File: src/rtl/router_out_deser.sv
// router_out_deser: per-port serial-to-byte deserializer behind the 16x16 router.
// Collects LSB-first payload bits into bytes and queues them, each with an
// end-of-packet flag, in a first-word-fall-through FIFO. The consumer reads
// the FIFO through a byte-wide valid/ready interface.
// Optional build: define ROUTER_DESER_STATS_EN to add saturating packet and drop
// counters. Without it, pkt_cnt_o and drop_cnt_o are tied to zero.
module router_out_deser #(
   parameter int FIFO_DEPTH = 16,
   parameter int CNT_W      = 16
) (
   input  logic                          clk,
   input  logic                          reset_n,
   input  logic                          dout,
   input  logic                          frameo_n,
   input  logic                          valido_n,
   output logic [7:0]                    byte_o,
   output logic                          byte_last_o,
   output logic                          byte_valid_o,
   input  logic                          byte_ready_i,
   output logic [$clog2(FIFO_DEPTH):0]   level_o,
   input  logic                          err_clr_i,
   output logic                          err_frag_o,
   output logic                          err_ovf_o,
   output logic [CNT_W-1:0]              pkt_cnt_o,
   output logic [CNT_W-1:0]              drop_cnt_o
);

   localparam int AW = $clog2(FIFO_DEPTH);
   localparam int LW = AW + 1;

   typedef enum logic [1:0] {S_SYNC, S_IDLE, S_COLLECT, S_DROP} state_t;

   state_t          state_q, state_d;
   logic [7:0]      sr_q, sr_d;
   logic [2:0]      bitcnt_q, bitcnt_d;
   logic [AW-1:0]   wptr_q, rptr_q;
   logic [LW-1:0]   level_q, level_d;
   logic [8:0]      mem_q [FIFO_DEPTH];
   logic            err_frag_q, err_ovf_q;

   logic            shift_en, push_req, frag_set;
   logic            push_ok, ovf, pop;
   logic [7:0]      push_byte;
   logic            push_last;

   // The completing bit goes straight into the pushed byte; it never lands in sr_q.
   assign push_byte = {dout, sr_q[6:0]};
   assign push_last = frameo_n;

   assign byte_valid_o = (level_q != '0);
   assign pop          = byte_valid_o & byte_ready_i;
   // A full FIFO still takes a byte when the head leaves in the same cycle.
   assign push_ok      = push_req & ((level_q != LW'(FIFO_DEPTH)) | pop);
   assign ovf          = push_req & ~push_ok;

   // State register
   always_ff @(posedge clk) begin
      if (!reset_n) state_q <= S_SYNC;
      else          state_q <= state_d;
   end

   // Next-state logic
   always_comb begin
      state_d = state_q;
      case (state_q)
         S_SYNC:    if (frameo_n) state_d = S_IDLE;
         S_IDLE:    if (!frameo_n && !valido_n) state_d = S_COLLECT;
         S_COLLECT: begin
            if (!valido_n) begin
               if (bitcnt_q == 3'd7) begin
                  if (frameo_n)     state_d = S_IDLE;
                  else if (!push_ok) state_d = S_DROP;
               end else if (frameo_n) begin
                  state_d = S_IDLE;
               end
            end else if (frameo_n) begin
               state_d = S_IDLE;
            end
         end
         S_DROP:    if (frameo_n) state_d = S_IDLE;
         default:   state_d = S_SYNC;
      endcase
   end

   // FSM outputs: shift, push request and fragment detection
   always_comb begin
      shift_en = 1'b0;
      push_req = 1'b0;
      frag_set = 1'b0;
      case (state_q)
         S_IDLE: begin
            if (!valido_n) begin
               // A single valid bit that also ends the frame is a fragment.
               if (!frameo_n) shift_en = 1'b1;
               else           frag_set = 1'b1;
            end
         end
         S_COLLECT: begin
            if (!valido_n) begin
               if (bitcnt_q == 3'd7) push_req = 1'b1;
               else if (frameo_n)    frag_set = 1'b1;
               else                  shift_en = 1'b1;
            end else if (frameo_n && (bitcnt_q != 3'd0)) begin
               frag_set = 1'b1;
            end
         end
         default: ;
      endcase
   end

   // Shift register and bit counter; DROP keeps counting so byte boundaries stay known
   always_comb begin
      sr_d     = sr_q;
      bitcnt_d = bitcnt_q;
      if (shift_en) sr_d[bitcnt_q] = dout;
      if (shift_en || push_req || ((state_q == S_DROP) && !valido_n))
         bitcnt_d = bitcnt_q + 3'd1;
      if ((state_d == S_IDLE) || (state_d == S_SYNC))
         bitcnt_d = 3'd0;
   end

   // Datapath registers for bit collection
   always_ff @(posedge clk) begin
      if (!reset_n) begin
         sr_q     <= 8'd0;
         bitcnt_q <= 3'd0;
      end else begin
         sr_q     <= sr_d;
         bitcnt_q <= bitcnt_d;
      end
   end

   // FIFO occupancy follows push and pop; simultaneous push and pop leave it unchanged
   always_comb begin
      level_d = level_q + LW'(push_ok) - LW'(pop);
   end

   // FIFO pointers and occupancy; pointers wrap naturally at the power-of-2 depth
   always_ff @(posedge clk) begin
      if (!reset_n) begin
         wptr_q  <= '0;
         rptr_q  <= '0;
         level_q <= '0;
      end else begin
         if (push_ok) wptr_q <= wptr_q + 1'b1;
         if (pop)     rptr_q <= rptr_q + 1'b1;
         level_q <= level_d;
      end
   end

   // FIFO storage: {last, byte} per entry
   always_ff @(posedge clk) begin
      if (push_ok) mem_q[wptr_q] <= {push_last, push_byte};
   end

   assign byte_o      = byte_valid_o ? mem_q[rptr_q][7:0] : 8'd0;
   assign byte_last_o = byte_valid_o ? mem_q[rptr_q][8]   : 1'b0;
   assign level_o     = level_q;

   // Sticky error flags; a fresh error wins over a clear in the same cycle
   always_ff @(posedge clk) begin
      if (!reset_n) begin
         err_frag_q <= 1'b0;
         err_ovf_q  <= 1'b0;
      end else begin
         err_frag_q <= (err_frag_q & ~err_clr_i) | frag_set;
         err_ovf_q  <= (err_ovf_q  & ~err_clr_i) | ovf;
      end
   end

   assign err_frag_o = err_frag_q;
   assign err_ovf_o  = err_ovf_q;

`ifdef ROUTER_DESER_STATS_EN
   logic [CNT_W-1:0] pkt_cnt_q, pkt_cnt_d, drop_cnt_q, drop_cnt_d;
   logic             drop_byte;

   function automatic logic [CNT_W-1:0] sat_inc(input logic [CNT_W-1:0] v);
      return (&v) ? v : v + 1'b1;
   endfunction

   // Each byte boundary passed while discarding counts as one more dropped byte.
   assign drop_byte = (state_q == S_DROP) && !valido_n && (bitcnt_q == 3'd7);

   // Counter next-state with saturation
   always_comb begin
      pkt_cnt_d  = pkt_cnt_q;
      drop_cnt_d = drop_cnt_q;
      if (push_ok && push_last) pkt_cnt_d  = sat_inc(pkt_cnt_q);
      if (ovf || drop_byte)     drop_cnt_d = sat_inc(drop_cnt_q);
   end

   // Statistics counter registers
   always_ff @(posedge clk) begin
      if (!reset_n) begin
         pkt_cnt_q  <= '0;
         drop_cnt_q <= '0;
      end else begin
         pkt_cnt_q  <= pkt_cnt_d;
         drop_cnt_q <= drop_cnt_d;
      end
   end

   assign pkt_cnt_o  = pkt_cnt_q;
   assign drop_cnt_o = drop_cnt_q;
`else
   assign pkt_cnt_o  = '0;
   assign drop_cnt_o = '0;
`endif

endmodule

File: config.mk
export PLATFORM = sky130hd
export DESIGN_NAME = router_out_deser
export DESIGN_NICKNAME = d
export VERILOG_FILES = /design/src/rtl/router_out_deser.sv
export SDC_FILE = /design/constraint.sdc
export NUM_CORES = 1
export LEC_CHECK = 0
export BUFFER_PORTS_ARGS = -buffer_cell sky130_fd_sc_hd__buf_2
export CAP_MARGIN = 20
export CORE_MARGIN = 2
export CORE_UTILIZATION = 60
export CTS_CLUSTER_DIAMETER = 100
export DETAILED_ROUTE_END_ITERATION = 8
export PLACE_DENSITY = 0.88
export SLEW_MARGIN = 20
export SYNTH_ARGS = -nofsm -noshare
export SYNTH_HDL_FRONTEND = slang
export SYNTH_SLANG_ARGS = --single-unit
File: constraint.sdc
create_clock -name clk -period 7.25 [get_ports clk]
set_clock_uncertainty 0.05 [all_clocks]
set_input_delay 1.8125 -clock clk [delete_from_list [all_inputs] [get_ports clk]]
set_output_delay 1.8125 -clock clk [all_outputs]
set_load 0.02 [all_outputs]
==> flow_summary.yaml, run 1 <==
run_status:
  status: "complete, no violations"
clock_network:
  postCtsHoldBufs: 0
  cts_buffers: 17
  ctsRootBufferMaster: "clkbuf_16"
  clock_sinks: 175
  clk_pin_slew_ns: 0.06
  insertion_delay_ns: 0.42
  ctsResizeCount: 0
  postCtsSetupRepairBufs: 0
  clk_path_buf_depth: 2
  cts_tree: "built"
  htree_num_levels: 4
placed_design:
  dp_cells: 629
  post-place-ws_ns: 2.91
  hpwl_um: 8800
  port_buffers: 23
  place_congestion: 0.772
layout:
  final_nets: 505
  final_common_cell: "edfxtp_1"
  drive_above_1_share_pct: 18.5
  area_growth_pct: 8.65
  finalNonFillerCells: 661
  final_cell_mix: "edfxtp_1 (144), conb_1 (32), dfxtp_1 (30)"
  n_antenna_cell: 0
worst_hold_path:
  hp-start: "err_ovf_o"
  holdPathStages: 2
  min_path_type: "flop to flop"
  hold_path_end: "err_ovf_o"
setup_path:
  r2r_end: "level_o[4]"
  cp_cell_sequence: "mux4_1 > mux2_2 > o21ai_1 > a21oi_1 > buf_2"
  crit_path_max_fanout: 36
  slowest_delay_ns: 1.02
  r2r_start: "level_o[2]"
  worstPathRequired_ns: 5.39
  cp_slowest_cell: "dfxtp_2"
  crit_arrival_ns: 2.93
  startpoint_type: "flop"
  r2r_cells: 13
  r2r_slack_ns: 4.00
  path_class: "flop to output pin"
  cp-end-kind: "output pin"
grt:
  grt_pass1_vias: 3874
  grt_pass1_wl_um: 22000
  grt_usage_pct: 23.2
  grt_max_degree: 37
  antenna_found_initial: 0
  grt-ovfl-total: 0
sta:
  setup_ws_ns: 2.46
  holdWs_ns: 0.425
  timing.final.crit_share_pct: 66.1
  slew_headroom_pct: 28.5
  hold_viol: 0
  fin_setup_tns_ns: 0
  final_max_slew_viol_count: 0
  clock.fmax_ghz: 0.209
  fin_crit_ns: 4.79
  tightest_slew_ns: 1.07
  setup_viol: 0
  rsz0062_at_grt: "false"
drt:
  wl_per_cell_um: 21.5
  viasPerCell: 5.74
  firstDrtPassIters: 4
  drt_wl_total_um: 14200
  vias: 3795
  drc: 0
  antenna_left: 0
  drt_iter0_drc: 387
yosys:
  ys.flop_type: "edfxtp_1"
  yosysUniqueCellTypes: 48
  synth.ff_latch_count: 175
  synth_cells: 454
  ys_seq_area_share_pct: 66.3
  synthesis.area_um2: 7460
  ys_warn_count: 0
  syn_avg_cell_area_um2: 16.4
  synth_edf_count: 144
  synthArstFlopShare_pct: 0
die:
  io_pins: 56
  fp.dieW_um: 116
  die_y_um: 116
  coreArea_um2: 12100
  floorplan.initialDensity_pct: 61.9
  num_rows: 40
  dieArea_um2: 13300
run:
  max_cap_violations: 0
power_and_ir_drop:
  ir_drop_mv: 0.201
  power_density_nw_per_um2: 288
  power_uw: 2340
  p_leak_uw: 0.00306
## through the flow
| step | util (%) | area, um^2 |
|---|---|---|
| 5_1_grt | 67.2 | 8110 |
| 3_3_place_gp | 62.7 | 7560 |
| 3_5_place_dp | 62.7 | 7570 |
| 4_1_cts | 67.2 | 8110 |
| 6_report | 67.2 | 8110 |
| 2_1_floorplan | - | 7580 |
## synth_stat cells (3+ instances only)
library cell / number / area [um^2]
o311ai_0: 3 / 26.3
dfxtp_1: 31 / 621
mux2_2: 9 / 101
buf_4: 36 / 270
a21oi_1: 22 / 110
xnor2_1: 6 / 52.6
clkbuf_1: 4 / 15.0
o41ai_1: 3 / 26.3
mux4_2: 26 / 586
o21ai_1: 5 / 25.0
ha_1: 17 / 213
nor3_1: 7 / 35.0
buf_6: 3 / 33.8
mux2i_1: 15 / 150
edfxtp_1: 144 / 4320
nand2b_1: 6 / 37.5
mux4_1: 10 / 263
buf_2: 3 / 15.0
o21ai_0: 10 / 50.1
inv_1: 18 / 67.6
nand2_1: 15 / 56.3
nand3_1: 5 / 25.0
nor2_1: 22 / 82.6
## per-layer routing
layer | up-vias | wire length, um | share of wire [%] | track usage (%)
li1 | 1738 | - | - | -
met1 | 1908 | 5650 | 40 | 29.3
met2 | 135 | 7480 | 53 | 39.6
met3 | 14 | 867 | 6.1 | 5.91
met4 | 0 | 197 | 1.4 | 7.87
met5 | - | 0 | 0 | 0
## worst max-delay path, delay by kind of cell (launching register included)
| kind | cells | cell delay, ns |
|---|---|---|
| buffers and inverters | 1 | 0.22 |
| AO/OA/AOI/OAI | 2 | 0.33 |
| flip-flops | 1 | 1.02 |
| multiplexers | 2 | 0.94 |
## cell type report
| class | count | area [um^2] |
|---|---|---|
| Sequential cell | 175 | 4950 |
| Clock buffer | 26 | 479 |
| Tap cell | 168 | 210 |
| Clock inverter | 6 | 60.1 |
| Inverter | 18 | 67.6 |
| Timing Repair Buffer | 27 | 145 |
| Multi-Input combinational cell | 241 | 2200 |
| Fill cell | 809 | 3960 |
## sequential cells by signal, summed over array words and instances, names as in the netlist, named ones only
name        flops
state_q         2
level_o         5
err_frag_o      1
sr_q            7
mem_q         144
err_ovf_o       1
rptr_q          4
wptr_q          4
bitcnt_q        3
## cells by family (layout without fill, tap and decap cells)
logic type               after synthesis  in the layout  share of synthesized area (%)
AND/OR/NAND/NOR                       70             70                           4.65
adder cells (fa/ha/maj)               18             18                           3.12
buffers and inverters                 69             77                           5.95
flip-flops                           175            175                           66.3
AO/OA/AOI/OAI                         53             53                           4.28
XOR/XNOR                               8              8                          0.939
multiplexers                          60             60                           14.7
other                                  1             32                         0.0503
## where the power goes
group          total (uW)  internal [uW]  switching (uW)
clock network         837            490             346
registers            1140           1100            44.3
logic                 358            158             200
## worst max path at each step
stage	depth (start not counted)	end	start	slack, ns
2_1_floorplan	11	level_o[4]	valido_n	3.36
3_3_place_gp	5	mem_q[0][5]	valido_n	2.93
3_5_place_dp	12	level_o[4]	valido_n	2.91
4_1_cts	5	byte_o[3]	flop	2.42
5_1_grt	5	byte_o[1]	flop	2.35
6_report	5	byte_o[3]	flop	2.46
(Power assumes the default switching activity.)
==> inputs of run 2 (changes only) <==
--- a/config.mk
+++ b/config.mk
@@ -8,10 +8,10 @@
 export BUFFER_PORTS_ARGS = -buffer_cell sky130_fd_sc_hd__buf_2
 export CAP_MARGIN = 20
 export CORE_MARGIN = 2
-export CORE_UTILIZATION = 60
+export CORE_UTILIZATION = 54
 export CTS_CLUSTER_DIAMETER = 100
 export DETAILED_ROUTE_END_ITERATION = 8
-export PLACE_DENSITY = 0.88
+export PLACE_DENSITY = 0.84
 export SLEW_MARGIN = 20
 export SYNTH_ARGS = -nofsm -noshare
 export SYNTH_HDL_FRONTEND = slang
==> constraint.sdc (replaced) <==
create_clock -name clk -period 4 [get_ports clk]
set_clock_uncertainty 0.05 [all_clocks]
set_input_delay 1 -clock clk [delete_from_list [all_inputs] [get_ports clk]]
set_output_delay 1 -clock clk [all_outputs]
set_load 0.02 [all_outputs]
==> run 2 against run 1 <==
Against the previous run: sequential cell count stayed put; combinational power is 87% higher; hold slack better by 0.0047 ns; die area is 11% higher; critical path type unchanged; largest cell class unchanged.
==> flow_summary.yaml, run 2 (synthesis gave the netlist of run 1 again) <==
sta:
  slew_headroom_pct: 32.7
  tightest_slew_ns: 1.01
  fin_crit_ns: 3.60
  fin_setup_tns_ns: 0
  rsz0062_at_grt: "false"
  timing.final.crit_share_pct: 90.0
  setup_viol: 0
  hold_viol: 0
  final_max_slew_viol_count: 0
  clock.fmax_ghz: 0.278
  setup_ws_ns: 0.401
layout:
  postLayoutCellArea_um2: 8210
  area_growth_pct: 10.1
  regArea_um2: 4950
  final_cell_mix: "edfxtp_1 (144), conb_1 (32), dfxtp_1 (30)"
  largest_reg_flops: 144
  fillers: 957
  final_nets: 515
  top_register: "mem_q"
  final_common_cell: "edfxtp_1"
  drive_above_1_share_pct: 20.7
  multi_input_area_um2: 2190
  final_util_pct: 61.5
  n_antenna_cell: 0
die:
  num_rows: 42
  io_pins: 56
  coreArea_um2: 13300
  fp.dieW_um: 122
  die_y_um: 122
  floorplan.initialDensity_pct: 55.9
  dieArea_um2: 14800
clock_network:
  clock_sinks: 175
  clk_pin_slew_ns: 0.07
  cts_tree: "built"
  insertion_delay_ns: 0.43
  postCtsHoldBufs: 0
  cts_buffers: 17
  ctsResizeCount: 0
  ctsRootBufferMaster: "clkbuf_16"
  postCtsSetupRepairBufs: 0
  clk_path_buf_depth: 2
  htree_num_levels: 4
grt:
  busiest_layer: "met2"
  use_met3_pct: 4.92
  grt_usage_pct: 21.2
  grt_pass1_wl_um: 22600
  grt_max_degree: 28
  antenna_found_initial: 0
  use_met1_pct: 27.8
  grt_use_met2_pct: 35.1
  grt-ovfl-total: 0
  grt_pass1_vias: 4018
setup_path:
  cp_cell_sequence: "mux4_1 > mux2_2 > o21ai_0 > a21oi_1 > buf_2"
  crit_arrival_ns: 2.55
  crit_path_max_fanout: 20
  cp-end-kind: "output pin"
  cp_slowest_cell: "dfxtp_2"
  worstPathRequired_ns: 2.95
  slowest_delay_ns: 0.72
  path_class: "flop to output pin"
  startpoint_type: "flop"
drt:
  drt_wl_total_um: 14300
  drc: 0
  drt_iter0_drc: 328
  vias: 3948
  antenna_left: 0
  wl_per_cell_um: 21.1
  firstDrtPassIters: 5
  viasPerCell: 5.81
placed_design:
  port_buffers: 23
  post-place-ws_ns: 0.786
  hpwl_um: 9050
  placed_area_um2: 7640
  place_congestion: 0.751
run:
  max_cap_violations: 0
power_and_ir_drop:
  p_leak_uw: 0.00311
  power_density_nw_per_um2: 524
  ir_drop_mv: 0.418
  power_uw: 4310
run_status:
  status: "complete, no violations"
worst_hold_path:
  min_path_type: "flop to flop"
[run 2: cell count changes in the layout (fill, tap and decap cells not counted), sizes merged]
cell      change
bufinv        +1
clkinv        +2
inv           +1
buf          +10
clkbuf        -7
clkinvlp      +3
[run 2: routing by layer]
metal  routed length [um]  vias up
met1                 5860     2008
met2                 7190      159
met3                  991       22
li1                     -     1759
met4                  265        0
met5                    0        -
[run 2: critical path: cells and delay by family (launching register included)]
kind | cells | cell delay [ns]
AOI/OAI and AO/OA | 2 | 0.28
buffers and inverters | 1 | 0.21
DFF | 1 | 0.72
muxes | 2 | 0.91
[run 2: cell type report]
type                       instances  share of cell area, %
sequential                       175                   60.2
multi-input combinational        241                   26.6
clock buffer                      19                   5.27
timing repair buffer              37                   2.68
tap                              176                   2.68
clock inverter                    13                   1.69
inverter                          18                  0.823
[run 2: report_power, final]
group	leakage (uW)	total [uW]	internal, uW	switching [uW]
combinational	0.00101	671	290	381
sequential	0.00184	2050	1990	63.2
clock	0.000267	1580	919	662
total	0.00311	4310	3200	1110
[run 2: path summary, 6_finish.rpt]
check                                   end  slack (ns)       start  depth (start not counted)
worst max register to register   level_o[4]        0.77  level_o[2]                         13
worst max-delay path            byte_last_o        0.40        flop                          5
worst min register to register    err_ovf_o        0.43   err_ovf_o                          2
worst min-delay path              err_ovf_o        0.43   err_ovf_o                          2
[run 2: stage by stage]
step                hold WS, ns  cells
floorplan                 0.409    485
global route              0.466    679
finish                    0.429    679
global placement          0.409    647
CTS                       0.430    679
detailed placement        0.414    647
